`src/rtl/option_fifo.sv`:
```
// Show-ahead word buffer feeding the nonogram line solver: a circular RAM plus one output register.
// Optional OPTION_FIFO_STATS_EN adds put-back word count and count high-water mark outputs.
module option_fifo #(
  parameter int SIZE  = 3,
  parameter int DEPTH = 64,
  localparam int IW   = $clog2(2 * SIZE),
  localparam int W    = (SIZE > IW) ? SIZE : IW,
  localparam int CW   = $clog2(DEPTH) + 1
) (
  input  logic          clk,
  input  logic          rst_n,
  input  logic          wr_valid,
  input  logic [W-1:0]  wr_data,
  input  logic          wr_is_index,
  output logic          wr_ready,
  input  logic          pb_valid,
  input  logic [W-1:0]  pb_data,
  input  logic          pb_is_index,
  output logic          pb_overflow,
  output logic [W-1:0]  option,
  output logic          is_index,
  output logic          valid_op,
  input  logic          ready,
  output logic          started,
`ifdef OPTION_FIFO_STATS_EN
  output logic [15:0]   pb_words,
  output logic [CW-1:0] hwm,
`endif
  output logic [CW-1:0] count
);

  localparam int PW = $clog2(DEPTH);
  localparam int RD = DEPTH - 1;
  localparam logic [PW-1:0] LAST_PTR = PW'(RD - 1);

  logic [W:0]    mem [RD];
  logic [PW-1:0] wr_ptr, rd_ptr;
  logic          not_full, pb_accept, wr_accept, push, pop, load, ram_empty;
  logic [W:0]    push_word;
  logic [CW-1:0] count_next;

  function automatic logic [PW-1:0] next_ptr(input logic [PW-1:0] p);
    return (p == LAST_PTR) ? '0 : p + 1'b1;
  endfunction

  // Put-back wins arbitration; fullness uses the pre-edge count, so a pop never frees room early.
  always_comb begin
    not_full   = count < CW'(DEPTH);
    wr_ready   = !pb_valid && not_full;
    pb_accept  = pb_valid && not_full;
    wr_accept  = wr_valid && wr_ready;
    push       = pb_accept || wr_accept;
    push_word  = pb_valid ? {pb_is_index, pb_data} : {wr_is_index, wr_data};
    pop        = valid_op && ready;
    ram_empty  = (count == CW'(valid_op));
    load       = (!valid_op || pop) && !ram_empty;
    count_next = count;
    case ({push, pop})
      2'b10:   count_next = count + 1'b1;
      2'b01:   count_next = count - 1'b1;
      default: count_next = count;
    endcase
  end

  always_ff @(posedge clk) begin
    if (push) mem[wr_ptr] <= push_word;
  end

  always_ff @(posedge clk or negedge rst_n) begin
    if (!rst_n) begin
      wr_ptr      <= '0;
      rd_ptr      <= '0;
      option      <= '0;
      is_index    <= 1'b0;
      valid_op    <= 1'b0;
      started     <= 1'b0;
      count       <= '0;
      pb_overflow <= 1'b0;
    end else begin
      count <= count_next;
      if (push) wr_ptr <= next_ptr(wr_ptr);
      // No bypass: a word written to an empty buffer reaches the output one edge later.
      if (load) begin
        {is_index, option} <= mem[rd_ptr];
        rd_ptr             <= next_ptr(rd_ptr);
        valid_op           <= 1'b1;
        started            <= 1'b1;
      end else if (pop) begin
        valid_op <= 1'b0;
      end
      if (pb_valid && !not_full) pb_overflow <= 1'b1;
    end
  end

`ifdef OPTION_FIFO_STATS_EN
  always_ff @(posedge clk or negedge rst_n) begin
    if (!rst_n) begin
      pb_words <= '0;
      hwm      <= '0;
    end else begin
      if (pb_accept && (pb_words != 16'hFFFF)) pb_words <= pb_words + 1'b1;
      if (count_next > hwm) hwm <= count_next;
    end
  end
`endif

endmodule

```
`config.mk`:
```
export PLATFORM = sky130hd
export DESIGN_NAME = option_fifo
export DESIGN_NICKNAME = d
export VERILOG_FILES = /design/src/rtl/option_fifo.sv
export SDC_FILE = /design/constraint.sdc
export NUM_CORES = 1
export LEC_CHECK = 0
export CAP_MARGIN = 20
export CORE_MARGIN = 3
export CORE_UTILIZATION = 45
export DETAILED_ROUTE_END_ITERATION = 10
export DONT_BUFFER_PORTS = 1
export PLACE_DENSITY = 0.61
export SLEW_MARGIN = 20
export SYNTH_ARGS = -nofsm -noshare
export SYNTH_HDL_FRONTEND = slang
export SYNTH_SLANG_ARGS = --single-unit
```
`constraint.sdc`:
```
create_clock -name clk -period 7.4 [get_ports clk]
set_input_delay 0 -clock clk [delete_from_list [all_inputs] [get_ports clk]]
set_output_delay 0 -clock clk [all_outputs]
set_load 0.1 [all_outputs]
```
==> summary.txt <==
Run status
  – Outcome: completed

Critical path
  – Setup slack, reg-to-reg: 3990 ps
  – Critical path fanouts, max: 16
  – CP Launch Type: register
  – Worst R2R Start: count[6]
  – R2R cell count: 10
  – WP data arrival: 3780 ps
  – CP Class: reg2reg
  – Setup crit end kind: register
  – WP data required: 7760 ps
  – R2r endpoint: count[6]

Clocking
  – CTS buffer count: 28
  – Post-CTS Setup Bufs: 0
  – Clock root cell: clkbuf_16
  – CTS tree: done
  – Clock transition at the registers of the reported paths: 60 ps
  – H-tree depth: 1
  – Largest buffer count on any clock path: 3
  – Clk_lat worst skew: 540 ps
  – CTS sink count: 278
  – Post-CTS sizing: 0

Floorplan
  – Die Y: 167 um
  – Initial Util: 46.0%
  – IO Pins: 28
  – Area of the core: 25300 um^2
  – Full die area: 27900 um^2
  – Die width: 167 um
  – # rows: 58

Yosys
  – Post-synth EDFFs: 252
  – Leading area contributor after synthesis: edfxtp_1
  – Commonest cells post-synth: edfxtp_1 (252), nor2_1 (95), mux2i_1 (48)
  – Yosys warns: 0
  – Seq/Total Area, Yosys: 70.5%
  – Syn Inst Count: 726
  – Synthesized Nets: 746
  – Synth unique cells: 65
  – Top-area cell type share of the netlist area: 64.9%
  – Ys async rst share: 9.35%
  – Syn Std Cell Area: 11700 um^2
  – Top cells by area, synth: edfxtp_1 (65%), mux4_2 (7.7%), dfrtp_1 (5.6%)
  – Yosys reg bits: 278
  – Most common cell in the netlist: edfxtp_1
  – Synthesized area per cell: 16.1 um^2
  – Ys flop type: edfxtp_1

Timing
  – # setup viols final: 0
  – Worst slew pin tran: 1130 ps
  – Rel. slew slack: 24.4%
  – RSZ-0062 raised after global routing: false
  – Clock skew: 23.0 ps
  – Final-report hold violation count: 0
  – Hold slack final: 159 ps
  – Fin crit period: 3410 ps
  – Final period util: 46.1%
  – Fin Setup TNS: 0 ps
  – Fmax: 0.293 GHz
  – Max Slew Vio Count: 0

Layout
  – Synth-to-Final Area Change: 11.6%
  – Final net count: 743
  – Layout cells sized above 1: 15.7%
  – Filler instances: 2006
  – ANT cells: 0

GRT
  – Largest net degree at the start of global routing: 64
  – Vias in the first global route: 6470
  – Gr usage total: 18.1%
  – First-pass GRT wire length: 39.0 mm
  – Grt ovf: 0
  – Initial antenna violation count: 0

Detailed routing
  – Total Wirelength: 25.3 mm
  – TritonRoute pass-1 iters: 5
  – Final ANT Viol Nets: 0
  – Vias per cell: 5.92
  – # DRC: 0
  – Starting DRT DRC Count: 633
  – DR WL/cell: 23.5 um
  – Vias post-DR: 6364

Worst hold path
  – Worst Hold Class: in2reg
  – Hold wc startpoint: ready
  – Min-Delay Path Depth: 3
  – Worst Hold End: started

Place
  – Post-detail-place hpwl: 15.6 mm
  – PortBufs: 0
  – Placer Congestion: 0.816

Run
  – Max_cap viols: 0

Power and ir drop
  – Worst ir drop on vdd: 281 uV
  – P_leak: 4.20 nW
  – Pwr Density: 386 nW/um^2
[what timing repair did]
action | 4_1_cts | 5_1_grt
hold endpoints to repair | 32 | 0
endpoints found under the setup margin | 0 | 0
hold buffers | 7 | 0
[cell type report]
| cell class | count | area (um^2) | share of cell area, % |
|---|---|---|---|
| multi-input combinational | 395 | 3150 | 24.2 |
| clock inverter | 19 | 289 | 2.22 |
| clock buffer | 33 | 761 | 5.85 |
| inverter | 6 | 22.5 | 0.173 |
| tap | 330 | 413 | 3.17 |
| sequential | 278 | 8230 | 63.2 |
| timing repair buffer | 14 | 143 | 1.10 |
[critical path, cell delays in order (launching register included)]
cell and delay, ps:
dfrtp_1 1040, o21ba_2 300, inv_1 180, ha_1 520
xor2_1 200, ha_1 200, o21ai_0 170, nor2_1 130
a31oi_1 90, o32ai_1 320, xor2_1 110
[per-layer routing]
| metal | vias up | GRT usage, % | routed length (um) |
|---|---|---|---|
| li1 | 2807 | - | - |
| met1 | 3267 | 24.8 | 10300 |
| met2 | 238 | 29.7 | 12500 |
| met3 | 52 | 3.28 | 1740 |
| met4 | 0 | 5.67 | 775 |
| met5 | - | 0 | 0 |
[logic make-up (layout without fill, tap and decap cells)]
| family | count (synthesis) | after routing | share of synthesized area, % |
|---|---|---|---|
| XOR/XNOR | 11 | 11 | 0.826 |
| AND/OR/NAND/NOR | 193 | 193 | 7.66 |
| adder cells (fa/ha/maj) | 7 | 7 | 0.751 |
| flip-flops | 278 | 278 | 70.5 |
| buffers and inverters | 53 | 72 | 2.49 |
| AO/OA/AOI/OAI | 89 | 89 | 5.14 |
| multiplexers | 95 | 95 | 12.7 |
[per-stage QoR]
stage | setup slack [ps] | std cells | util, % | area, um^2 | total power [mW]
after floorplan | 4230 | 726 | - | 11700 | 3.16
after global placement | 4090 | 1016 | 46.9 | 11900 | 3.45
after detailed placement | 4040 | 1016 | 46.9 | 11900 | 3.47
after CTS | 4000 | 1075 | 51.4 | 13000 | 5.05
after global routing | 3730 | 1075 | 51.4 | 13000 | 5.23
final | 3990 | 1075 | 51.4 | 13000 | 5.02
[power by group]
| group | leakage, nW | internal (mW) | switching (mW) |
|---|---|---|---|
| registers | 2.56 | 1.82 | 0.462 |
| logic | 1.15 | 0.495 | 0.672 |
| clock network | 0.495 | 0.981 | 0.588 |
| total | 4.20 | 3.30 | 1.72 |
[flip-flops by register name (all words and copies together) (netlist names)]
register and count:
count 7, is_index 1, valid_op 1, rd_ptr 6, pb_overflow 1, mem 252, option 3, wr_ptr 6
started 1
[placed cells by master (no fill, tap or decap), drive strengths merged, types with 8 or more instances in the layout]
master  count
a21oi       8
buf         9
clkbuf     33
dfrtp      26
edfxtp    252
mux2i      48
mux4       41
nand2      33
nand3      18
nor2       96
o21ai      27
o22ai       9
xor2        8
[worst max path at each step]
| stage | from | to | slack, ps |
|---|---|---|---|
| 6_report | count[6] | count[6] | 3990 |
| 5_1_grt | count[6] | count[6] | 3730 |
| 4_1_cts | count[6] | count[6] | 4000 |
| 3_5_place_dp | count[6] | count[6] | 4040 |
| 3_3_place_gp | count[6] | count[6] | 4090 |
| 2_1_floorplan | count[6] | count[6] | 4230 |
No activity file was read; power rests on OpenSTA's default activity.
